File: src/rtl/keypad_scan_ctrl_if.sv
// Key FIFO read port of the keypad scanner: head code, ASCII character and valid/ready handshake.
interface keypad_scan_ctrl_if;
    logic [3:0] key_code;
    logic [6:0] ascii;
    logic       key_valid;
    logic       key_ready;

    modport master (output key_code, output ascii, output key_valid, input key_ready);
    modport slave  (input key_code, input ascii, input key_valid, output key_ready);
endinterface

File: src/rtl/keypad_scan_ctrl.sv
// 4x4 keypad sequencer: one-hot row drive, per-sweep column snapshot, debounce FSM,
// and a 4-entry key FIFO read through a valid/ready handshake.
module keypad_scan_ctrl #(
    parameter int unsigned SCAN_DIV = 50000,
    parameter int unsigned DEBOUNCE = 3
) (
    input  logic                       clk50,
    input  logic                       rst,
    input  logic                       enable,
    input  logic [3:0]                 Columna,
    output logic [3:0]                 Fila,
    keypad_scan_ctrl_if.master         key_if,
    output logic                       overflow,
    input  logic                       ovf_clr
);

    localparam int unsigned TW    = (SCAN_DIV > 1) ? $clog2(SCAN_DIV) : 1;
    localparam int unsigned CW    = (DEBOUNCE > 1) ? $clog2(DEBOUNCE + 1) : 1;
    localparam int unsigned DEPTH = 4;
    localparam int unsigned PW    = 2;
    localparam int unsigned FW    = 3;

    typedef enum logic [1:0] {
        S_RELEASED,
        S_PRESS_CHK,
        S_PRESSED,
        S_RELEASE_CHK
    } db_state_t;

    logic [3:0]    r_fila;
    logic [1:0]    r_row;
    logic [TW-1:0] r_timer;
    logic [11:0]   r_snap;
    db_state_t     r_state;
    logic [CW-1:0] r_cnt;
    logic [3:0]    r_cand;
    logic [3:0]    r_mem [DEPTH];
    logic [PW-1:0] r_rptr;
    logic [PW-1:0] r_wptr;
    logic [FW-1:0] r_count;
    logic [3:0]    r_key_code;
    logic [6:0]    r_ascii;
    logic          r_key_valid;
    logic          r_overflow;

    logic          w_sample;
    logic          w_sweep_done;
    logic [15:0]   w_sweep;
    logic [4:0]    w_ones;
    logic [3:0]    w_idx;
    logic          w_cand_ok;
    logic [31:0]   w_cnt_inc;
    logic          w_push;
    logic          w_pop;
    logic          w_full;
    logic          w_push_acc;
    logic          w_ovf_set;
    logic [FW-1:0] w_count_nxt;
    logic [PW-1:0] w_rptr_nxt;
    logic [3:0]    w_head_code;

    function automatic logic [6:0] f_ascii(input logic [3:0] code);
        case (code)
            4'd0:  f_ascii = 7'h31;
            4'd1:  f_ascii = 7'h32;
            4'd2:  f_ascii = 7'h33;
            4'd3:  f_ascii = 7'h41;
            4'd4:  f_ascii = 7'h34;
            4'd5:  f_ascii = 7'h35;
            4'd6:  f_ascii = 7'h36;
            4'd7:  f_ascii = 7'h42;
            4'd8:  f_ascii = 7'h37;
            4'd9:  f_ascii = 7'h38;
            4'd10: f_ascii = 7'h39;
            4'd11: f_ascii = 7'h43;
            4'd12: f_ascii = 7'h2A;
            4'd13: f_ascii = 7'h30;
            4'd14: f_ascii = 7'h23;
            4'd15: f_ascii = 7'h44;
        endcase
    endfunction

    // Rows 0..2 live in the shift register; row 3 is taken straight from the pins.
    assign w_sample     = enable && (r_fila != 4'b0000) && (r_timer == TW'(SCAN_DIV - 1));
    assign w_sweep_done = w_sample && (r_row == 2'd3);
    assign w_sweep      = {Columna, r_snap};
    assign w_cnt_inc    = 32'(r_cnt) + 32'd1;

    always_comb begin
        w_ones = 5'd0;
        w_idx  = 4'd0;
        for (int i = 0; i < 16; i++) begin
            if (w_sweep[i]) begin
                w_ones = w_ones + 5'd1;
                w_idx  = 4'(i);
            end
        end
    end

    assign w_cand_ok = (w_ones == 5'd1);

    always_comb begin
        w_push = 1'b0;
        if (w_sweep_done && w_cand_ok) begin
            case (r_state)
                S_RELEASED:  w_push = (DEBOUNCE == 1);
                S_PRESS_CHK: w_push = (w_idx == r_cand) && (w_cnt_inc >= DEBOUNCE);
                default:     w_push = 1'b0;
            endcase
        end
    end

    // Pop is only possible when non-empty, so a full FIFO with a pop can still take a push.
    assign w_pop       = r_key_valid && key_if.key_ready;
    assign w_full      = (r_count == FW'(DEPTH));
    assign w_push_acc  = w_push && (!w_full || w_pop);
    assign w_ovf_set   = w_push && w_full && !w_pop;
    assign w_count_nxt = r_count + FW'(w_push_acc) - FW'(w_pop);
    assign w_rptr_nxt  = r_rptr + PW'(w_pop);
    assign w_head_code = (w_push_acc && ((r_count - FW'(w_pop)) == FW'(0))) ? w_idx : r_mem[w_rptr_nxt];

    always_ff @(posedge clk50) begin
        if (rst) begin
            r_fila      <= 4'b0000;
            r_row       <= 2'd0;
            r_timer     <= TW'(0);
            r_snap      <= 12'd0;
            r_state     <= S_RELEASED;
            r_cnt       <= CW'(0);
            r_cand      <= 4'd0;
            for (int i = 0; i < DEPTH; i++) r_mem[i] <= 4'd0;
            r_rptr      <= PW'(0);
            r_wptr      <= PW'(0);
            r_count     <= FW'(0);
            r_key_code  <= 4'd0;
            r_ascii     <= 7'd0;
            r_key_valid <= 1'b0;
            r_overflow  <= 1'b0;
        end else begin
            if (!enable) begin
                r_fila  <= 4'b0000;
                r_row   <= 2'd0;
                r_timer <= TW'(0);
                r_snap  <= 12'd0;
                r_state <= S_RELEASED;
                r_cnt   <= CW'(0);
            end else if (r_fila == 4'b0000) begin
                r_fila  <= 4'b0001;
                r_row   <= 2'd0;
                r_timer <= TW'(0);
            end else if (w_sample) begin
                r_timer <= TW'(0);
                r_row   <= r_row + 2'd1;
                r_fila  <= {r_fila[2:0], r_fila[3]};
                r_snap  <= {Columna, r_snap[11:4]};
                if (r_row == 2'd3) begin
                    case (r_state)
                        S_RELEASED: begin
                            if (w_cand_ok) begin
                                r_cand  <= w_idx;
                                r_cnt   <= CW'(1);
                                r_state <= (DEBOUNCE == 1) ? S_PRESSED : S_PRESS_CHK;
                            end
                        end
                        S_PRESS_CHK: begin
                            if (!w_cand_ok) begin
                                r_state <= S_RELEASED;
                                r_cnt   <= CW'(0);
                            end else if (w_idx == r_cand) begin
                                if (w_cnt_inc >= DEBOUNCE) r_state <= S_PRESSED;
                                else                       r_cnt   <= CW'(w_cnt_inc);
                            end else begin
                                r_cand <= w_idx;
                                r_cnt  <= CW'(1);
                            end
                        end
                        S_PRESSED: begin
                            if (!w_cand_ok) begin
                                r_cnt   <= CW'(1);
                                r_state <= (DEBOUNCE == 1) ? S_RELEASED : S_RELEASE_CHK;
                            end
                        end
                        S_RELEASE_CHK: begin
                            if (w_cand_ok) begin
                                r_state <= S_PRESSED;
                            end else if (w_cnt_inc >= DEBOUNCE) begin
                                r_state <= S_RELEASED;
                                r_cnt   <= CW'(0);
                            end else begin
                                r_cnt <= CW'(w_cnt_inc);
                            end
                        end
                        default: r_state <= S_RELEASED;
                    endcase
                end
            end else begin
                r_timer <= r_timer + TW'(1);
            end

            if (w_push_acc) begin
                r_mem[r_wptr] <= w_idx;
                r_wptr        <= r_wptr + PW'(1);
            end
            r_rptr      <= w_rptr_nxt;
            r_count     <= w_count_nxt;
            r_key_valid <= (w_count_nxt != FW'(0));
            if (w_count_nxt != FW'(0)) begin
                r_key_code <= w_head_code;
                r_ascii    <= f_ascii(w_head_code);
            end

            if (w_ovf_set)    r_overflow <= 1'b1;
            else if (ovf_clr) r_overflow <= 1'b0;
        end
    end

    assign Fila             = r_fila;
    assign overflow         = r_overflow;
    assign key_if.key_code  = r_key_code;
    assign key_if.ascii     = r_ascii;
    assign key_if.key_valid = r_key_valid;

endmodule

File: src/flat_wrapper.sv
// flat-port wrapper written by rule: the top's interface ports become plain ports
module keypad_scan_ctrl_flat 
#(
    parameter int unsigned SCAN_DIV = 50000,
    parameter int unsigned DEBOUNCE = 3
)
  (clk50, rst, enable, Columna, Fila, overflow, ovf_clr, key_if_key_code, key_if_ascii, key_if_key_valid, key_if_key_ready);
  keypad_scan_ctrl_if key_if_i ();
  input  logic clk50;
  input  logic rst;
  input  logic enable;
  input  logic [3:0] Columna;
  output logic [3:0] Fila;
  output logic overflow;
  input  logic ovf_clr;
  output wire logic [$bits(key_if_i.key_code)-1:0] key_if_key_code;
  output wire logic [$bits(key_if_i.ascii)-1:0] key_if_ascii;
  output wire logic [$bits(key_if_i.key_valid)-1:0] key_if_key_valid;
  input wire logic [$bits(key_if_i.key_ready)-1:0] key_if_key_ready;
  assign key_if_key_code = key_if_i.key_code;
  assign key_if_ascii = key_if_i.ascii;
  assign key_if_key_valid = key_if_i.key_valid;
  assign key_if_i.key_ready = key_if_key_ready;
  keypad_scan_ctrl #(.SCAN_DIV(SCAN_DIV), .DEBOUNCE(DEBOUNCE)) u_core (.clk50(clk50), .rst(rst), .enable(enable), .Columna(Columna), .Fila(Fila), .key_if(key_if_i), .overflow(overflow), .ovf_clr(ovf_clr));
endmodule
File: config.mk
export PLATFORM = sky130hd
export DESIGN_NAME = keypad_scan_ctrl_flat
export DESIGN_NICKNAME = d
export VERILOG_FILES = /design/src/rtl/keypad_scan_ctrl_if.sv /design/src/rtl/keypad_scan_ctrl.sv /design/src/flat_wrapper.sv
export SDC_FILE = /design/constraint.sdc
export NUM_CORES = 1
export LEC_CHECK = 0
export ABC_AREA = 1
export CELL_PAD_IN_SITES_DETAIL_PLACEMENT = 1
export CELL_PAD_IN_SITES_GLOBAL_PLACEMENT = 2
export CORE_UTILIZATION = 37
export CTS_CLUSTER_DIAMETER = 100
export DETAILED_ROUTE_END_ITERATION = 7
export GPL_TIMING_DRIVEN = 0
export MAX_ROUTING_LAYER = met4
export PLACE_DENSITY_LB_ADDON = 0.1
export SYNTH_ARGS = -nofsm -noshare
export SYNTH_HDL_FRONTEND = slang
export SYNTH_SLANG_ARGS = --single-unit
export TNS_END_PERCENT = 30
File: constraint.sdc
create_clock -name clk50 -period 18.8 [get_ports clk50]
set_input_delay 5.64 -clock clk50 [delete_from_list [all_inputs] [get_ports clk50]]
set_output_delay 5.64 -clock clk50 [all_outputs]
set_load 0.05 [all_outputs]
==> impl_results.md, run 1 <==
* Syn Nets at between 800 and 900
* Fin cells at 1061
* Post-route design area at ~6400 um2
* Via count at 5269
* Max Clock Skew at approximately 0.0064 ns
* Critical Path AT at approximately 11 ns
* Post-cts resize count at 0
* Area grow syn2layout at 14.1%
* Via density at between 4 and 5
* Synth Flop Type: dfxtp_1
* Post-Synthesis Cell Area at 5570 um2
* Max_cap viols at 0
* Max clock buf depth at 2
* Drt pass-1 iters at 4
* Initial antenna violation count at 0
* Final Max Tran Viols at 0
* Fmax at 96.6 MHz
* HP Class: reg -> reg
* Later-pin clock latency in the skew report at approximately 0.34 ns
* Setup tns final at 0 ns
* Share of layout cells above drive strength 1 at between 10% and 20%
* Yosys warns at 0
* Commonest cells after routing, fill and taps aside: 195 x nand2_1, 144 x inv_1, 83 x nor2_1, 62 x dfxtp_1, 60 x nand3_1
* Post-CTS Hold Fix Bufs at 0
* Top cells by area, synth: dfxtp_1 22%, nand2_1 13%, inv_1 9.7%
* CTS Sinks at 78
* # H-tree levels at 3
* Mapped Cells at between 800 and 900
* Peak VDD IR at about 54 uV
* Worst hold slack at roughly 0.46 ns
* First-pass GRT wire length at approximately 24000 um
* Avg Cell Area, Syn at 6.65 um2
* Final ANT Viol Nets at 0
* CP max FO at 9
* Root Driver: clkbuf_16
* Top-level I/O count at 26
* Seq/Total Area, Yosys at a little under a third
* P_leak at 3.04 nW
* Post-place instance area at around 6000 um2
* Initial Util at about two fifths
* Post-synth EDFFs at 16
* Die area at about 16000 um2
* Synth cell types at 48
* Largest area contributor in the netlist: dfxtp_1
* Post-route DRC violation count at 0
* Post-CTS setup buffer count at 0
* DIE HEIGHT at about 120 um
* Clk pin slew, worst setup/hold paths at about 0.060 ns
* WP data required at about 19 ns
* Number of port buffers at 24
* Setup CP Type: in -> reg
* Unrepaired setup endpoints after global routing: no
* Critical path launch point type: input port
* # rows at 44
* Gp weighted congestion at slightly below 0.8
* Synth Register Bits at 78
* Routed len/inst at between 10 and 15 um
* TritonCTS clock tree: yes
* Largest net degree at the start of global routing at 13
* Synth async-reset ratio at 0%
* Total grt overflow at 0
* Setup crit end kind: flip-flop
* Tmin final at around 10 ns
* Number of buffers created by CTS at 9
* Outcome: finished, final reports clean
* Relative slew slack at a little over half
* Total GRT Usage at around a fifth
* HPWL Detailed at between 10000 and 15000 um
* Vias in the first global route at about 5300
* Die W at 125 um
* Power Dens Cells at 86.3 nW/um2
* Fin nets at 914
* Final hold viol count at 0
* Commonest non-fill, non-tap cell in the layout: nand2_1
* Tcrit/Tclk final at between 50% and 60%
* Number of diodes at 0
* Starting DRT DRC Count at ~180
* Core ar. at between 10000 and 15000 um2
* Top cell type's share of synthesized area at 22.3%
* Setup violators final at 0
* Worst Tran Pin Value at between 0.7 and 0.8 ns
* Dpl cells at between 1000 and 1500
* Final wirelength at around 14000 um
## state kept, by name (all words and copies together) (netlist names), 2 cells and up, named ones only
name and count:
u_core.r_snap 12, u_core.r_mem 16, u_core.r_cnt 2, u_core.r_row 2, u_core.r_rptr 2, u_core.Fila 4, u_core.key_if.ascii 7, u_core.r_wptr 2
u_core.r_cand 4, u_core.key_if.key_code 4, u_core.r_timer 16, u_core.r_count 3
## critical path, cell delays in order
cell and delay (ns):
clkdlybuf4s50_1 0.63, inv_1 0.16, or2_2 0.31, nand2_1 0.10, inv_1 0.05, ha_1 0.27
nand2_1 0.09, nand2_1 0.09, ha_1 0.28, o21ai_0 0.22, inv_1 0.07, ha_1 0.27
or2_2 0.29, nand2_1 0.09, nand3_2 0.10, nor2_4 0.14, nand3_1 0.10, nor2_2 0.14
ha_1 0.18, fa_1 0.41, inv_1 0.09, nand3_1 0.18, nor2_1 0.52, a22o_1 0.24
## cell usage after synthesis, types with 3 or more instances
cell and n:
a21oi_1 42, nand4_1 3, nand3_2 13, edfxtp_1 16, nand2_1 195, nor3_1 8, a31oi_1 4, inv_1 144
nand3_1 60, nor4_1 10, dfxtp_1 62, nand2_2 39, or2_2 3, inv_2 11, nor2_2 3, clkbuf_1 6
nand3_4 3, nor3b_1 3, ha_1 32, nand2_4 5, nor2_1 83, o21ai_0 52, nand3b_1 9
## final timing paths
kind	cells after the start	slack [ns]	end	from
setup reg to reg	58	8.76	u_core.key_if.ascii[6]	u_core.r_snap[1]
hold reg to reg	1	0.46	u_core.r_timer[0]	u_core.r_timer[0]
hold / removal	1	0.46	u_core.r_timer[0]	u_core.r_timer[0]
setup / recovery	24	8.44	u_core.key_if.ascii[6]	Columna[0]
## routing by layer
layer | routed length (um) | track usage (%) | part of all wire [%]
met1 | 6840 | 23.7 | 50
met5 | 0 | - | 0
met2 | 6330 | 31.0 | 46
met3 | 413 | 3.99 | 3.0
met4 | 99 | 3.40 | 0.72
## where the power goes
group	leakage, nW	switching, W	internal [W]
Sequential	0.655	0.00000667	0.000185
Clock	0.155	0.0000676	0.000119
Combinational	2.23	0.000116	0.0000538
## area by class of cell
| class | instances | area [um2] |
|---|---|---|
| plain buffers | 9 | 43.8 |
| repair buffers | 24 | 240 |
| fillers | 1890 | 8240 |
| flip-flops and latches | 78 | 1720 |
| clock inverters | 5 | 72.6 |
| clock buffers | 11 | 243 |
| multi-input cells | 594 | 3220 |
| well taps | 184 | 230 |
| inverters | 156 | 586 |
## through the flow
step           util, %  total power (W)  worst slack (ns)
2_1_floorplan        -         0.000318              9.39
3_3_place_gp      41.4         0.000361              8.15
3_5_place_dp      41.4         0.000367              8.01
4_1_cts           43.6         0.000556              8.37
5_1_grt           43.6         0.000582              7.79
6_report          43.6         0.000549              8.44
## cells by family (layout without fill, tap and decap cells)
group	after synthesis	in the layout	share of synthesized area [%]
simple gates	442	442	38.3
buf+inv	165	205	11.3
compound gates	115	115	11.3
flops	78	78	30.9
fa+ha+maj	33	33	7.55
xor+xnor	3	3	0.472
mux	1	1	0.180
No activity file was read; power rests on OpenSTA's default activity.
==> run 2: changes to the inputs <==
CORE_UTILIZATION = 31   (was 37)
clock period = 8.5 ns   (was 18.8 ns; I/O delays follow)
==> run 2 against run 1 <==
Worst hold slack is essentially flat. Worst setup slack worse by 8.3 ns. Highest routed layer unchanged. Non-clock buffer count is 40 higher. Utilization shrank 2.6 points. Combinational power grew to 2.6 times the previous value. First-iteration DRC count down 18%. Clock skew grew 0.0035 ns. Largest power group is now combinational logic.
==> impl_results.md, run 2 (synthesized netlist as in run 1, its figures left out) <==
* Setup CP Type: reg -> reg
* Final ANT Viol Nets at 0 (unchanged)
* Fin nets at 954 (+4.4%)
* Slowest library cell on the worst path: fa_1
* Post-route DRC violation count at 0 (unchanged)
* Max Clock Skew at 0.00985 ns (+0.00350 ns)
* # H-tree levels at 3 (unchanged)
* Die area at 18500 um2 (+19%)
* Number of buffers created by CTS at 9 (unchanged)
* Later-pin clock latency in the skew report at 0.34 ns (about the same)
* Peak VDD IR at 131 uV (+140%)
* Largest net degree at the start of global routing at 13 (unchanged)
* Vias in the first global route at 5584 (+5.7%)
* Fill cell count at 2239 (+18%)
* Reg-to-reg slack, setup at 0.18 ns (-8.58 ns)
* Tmin final at roughly 8.3 ns
* TritonCTS clock tree: yes
* Routed len/inst at 13.1 um (+1.7%)
* Commonest cells after routing, fill and taps aside: 176 x nand2_1, 135 x inv_1, 82 x nor2_1, 60 x dfxtp_1, 57 x nand3_1
* First-pass GRT wire length at 25500 um (+7.5%)
* HPWL Detailed at 11700 um (+5.2%)
* Regs by FF count: u_core.r_mem: 16 flops, u_core.r_timer: 16 flops, u_core.r_snap: 12 flops
* Hold depth at 1 (unchanged)
* Post-CTS Hold Fix Bufs at 0 (unchanged)
* Total grt overflow at 0 (unchanged)
* WHS Endpoint: u_core.key_if.ascii[3]
* Top-level I/O count at 26 (unchanged)
* Fmax at 120 MHz
* Commonest non-fill, non-tap cell in the layout: nand2_1
* Setup crit end kind: flip-flop
* Post-layout util at 40.9% (-2.6 points)
* Setup tns final at 0 ns (unchanged)
* Gp weighted congestion at 0.784 (+1.7%)
* Core ar. at 17400 um2 (+19%)
* Starting DRT DRC Count at 146 (-18%)
* Area grow syn2layout at 28.1%
* Share of layout cells above drive strength 1 at 20.8% (+9.7 points)
* RR Endpoint: u_core.key_if.ascii[3]
* Number of port buffers at 24 (unchanged)
* Power, Total at 0.00129 W (+130%)
* Via density at 4.76 (-4.1%)
* Max_cap viols at 0 (unchanged)
* Post-route design area at 7130 um2 (+12%)
* Setup violators final at 0 (unchanged)
* Max clock buf depth at 2 (unchanged)
* DIE HEIGHT at 136 um (+9.1%)
* Final hold viol count at 0 (unchanged)
* Die W at 136 um (+9.1%)
* Final Max Tran Viols at 0 (unchanged)
* Root Driver: clkbuf_16
* Post-place instance area at 6220 um2 (+3.0%)
* Hold path start: u_core.key_if.ascii[3]
* P_leak at 3.37 nW (+11%)
* Initial antenna violation count at 0 (unchanged)
* WP data required at 8.73 ns (-10.35 ns)
* Drt pass-1 iters at 4 (unchanged)
* Final wirelength at 15000 um (+9.4%)
* Clk pin slew, worst setup/hold paths at 0.06 ns (about the same)
* HP Class: reg -> reg
* Critical path launch point type: flip-flop
* Tcrit/Tclk final at a little over nine tenths
* Critical Path AT at 8.55 ns (-2.09 ns)
* Via count at 5437 (+3.2%)
* Outcome: finished, final reports clean
* Unrepaired setup endpoints after global routing: yes
* R2r worst-path depth at 61 (+5.2%)
* Relative slew slack at 51.4% (-0.89 points)
* Post-route setup slack at 0.181 ns (-8.26 ns)
* CP max FO at 5 (-4)
* Initial Util at 32.0% (-6.2 points)
* Total GRT Usage at 17.5% (-1.2 points)
* Worst Tran Pin Value at 0.723 ns (+0.0132 ns)
* # rows at 48 (+9.1%)
* Number of diodes at 0 (unchanged)
* CTS Sinks at 78 (unchanged)
* Worst path most repeated cell: nand2_4
* Critical R2R Launch: u_core.r_snap[1]
* Dpl ws at -0.877 ns (-8.89 ns)
* Crit-path max cell delay at 0.42 ns (-0.21 ns)
* Power Dens Cells at 180 nW/um2 (+110%)
-- run 2: layout make-up --
class                           count  area, um2  share of cell area [%]
Tap cell                          225        282                    3.95
Clock buffer                       13        262                    3.67
Inverter                          156        596                    8.35
Sequential cell                    78       1720                    24.2
Clock inverter                      3       65.1                   0.912
Buffer                              9       43.8                   0.614
Timing Repair Buffer               64        541                    7.58
Multi-Input combinational cell    594       3620                    50.7
-- run 2: worst max path at each step --
stage,startpoint,end
finish,u_core.r_snap[1],u_core.key_if.ascii[3]
global route,u_core.r_snap[1],u_core.key_if.ascii[3]
CTS,u_core.r_snap[1],u_core.key_if.ascii[3]
detailed placement,u_core.r_snap[1],u_core.key_if.ascii[3]
global placement,u_core.r_snap[1],u_core.key_if.ascii[3]
floorplan,u_core.r_snap[1],u_core.key_if.ascii[3]
-- run 2: critical path: cells and delay by family (launching register included) --
| kind | cells | cell delay (ns) |
|---|---|---|
| AO/OA/AOI/OAI | 4 | 0.51 |
| adder cells (fa/ha/maj) | 16 | 3.87 |
| buffers and inverters | 9 | 0.50 |
| flip-flops | 1 | 0.33 |
| AND/OR/NAND/NOR | 32 | 2.95 |
-- run 2: metal layers --
| metal | vias up | track usage (%) | part of all wire (%) |
|---|---|---|---|
| met3 | 6 | 2.61 | 2.1 |
| li1 | 2809 | - | - |
| met1 | 2580 | 21.9 | 49 |
| met5 | - | - | 0 |
| met4 | 0 | 3.33 | 0.72 |
| met2 | 42 | 29.9 | 49 |
-- run 2: per-stage QoR --
step / hold WS (ns) / cells
final: 0.455 / 1142
after global placement: 0.432 / 1086
after floorplan: 0.418 / 837
after detailed placement: 0.447 / 1086
after CTS: 0.462 / 1138
after global routing: 0.469 / 1142
-- run 2: power by group --
| part | internal, W | leakage (nW) | switching, W |
|---|---|---|---|
| clock network | 0.000275 | 0.159 | 0.000149 |
| logic | 0.000153 | 2.56 | 0.000284 |
| registers | 0.000410 | 0.656 | 0.0000147 |
| total | 0.000838 | 3.37 | 0.000448 |
-- run 2: timing repair --
item / in CTS / in global routing
pin swaps: 35 / 35
buffers inserted: 36 / 4
resized for setup: 37 / 22
setup endpoints to repair: 53 / 50
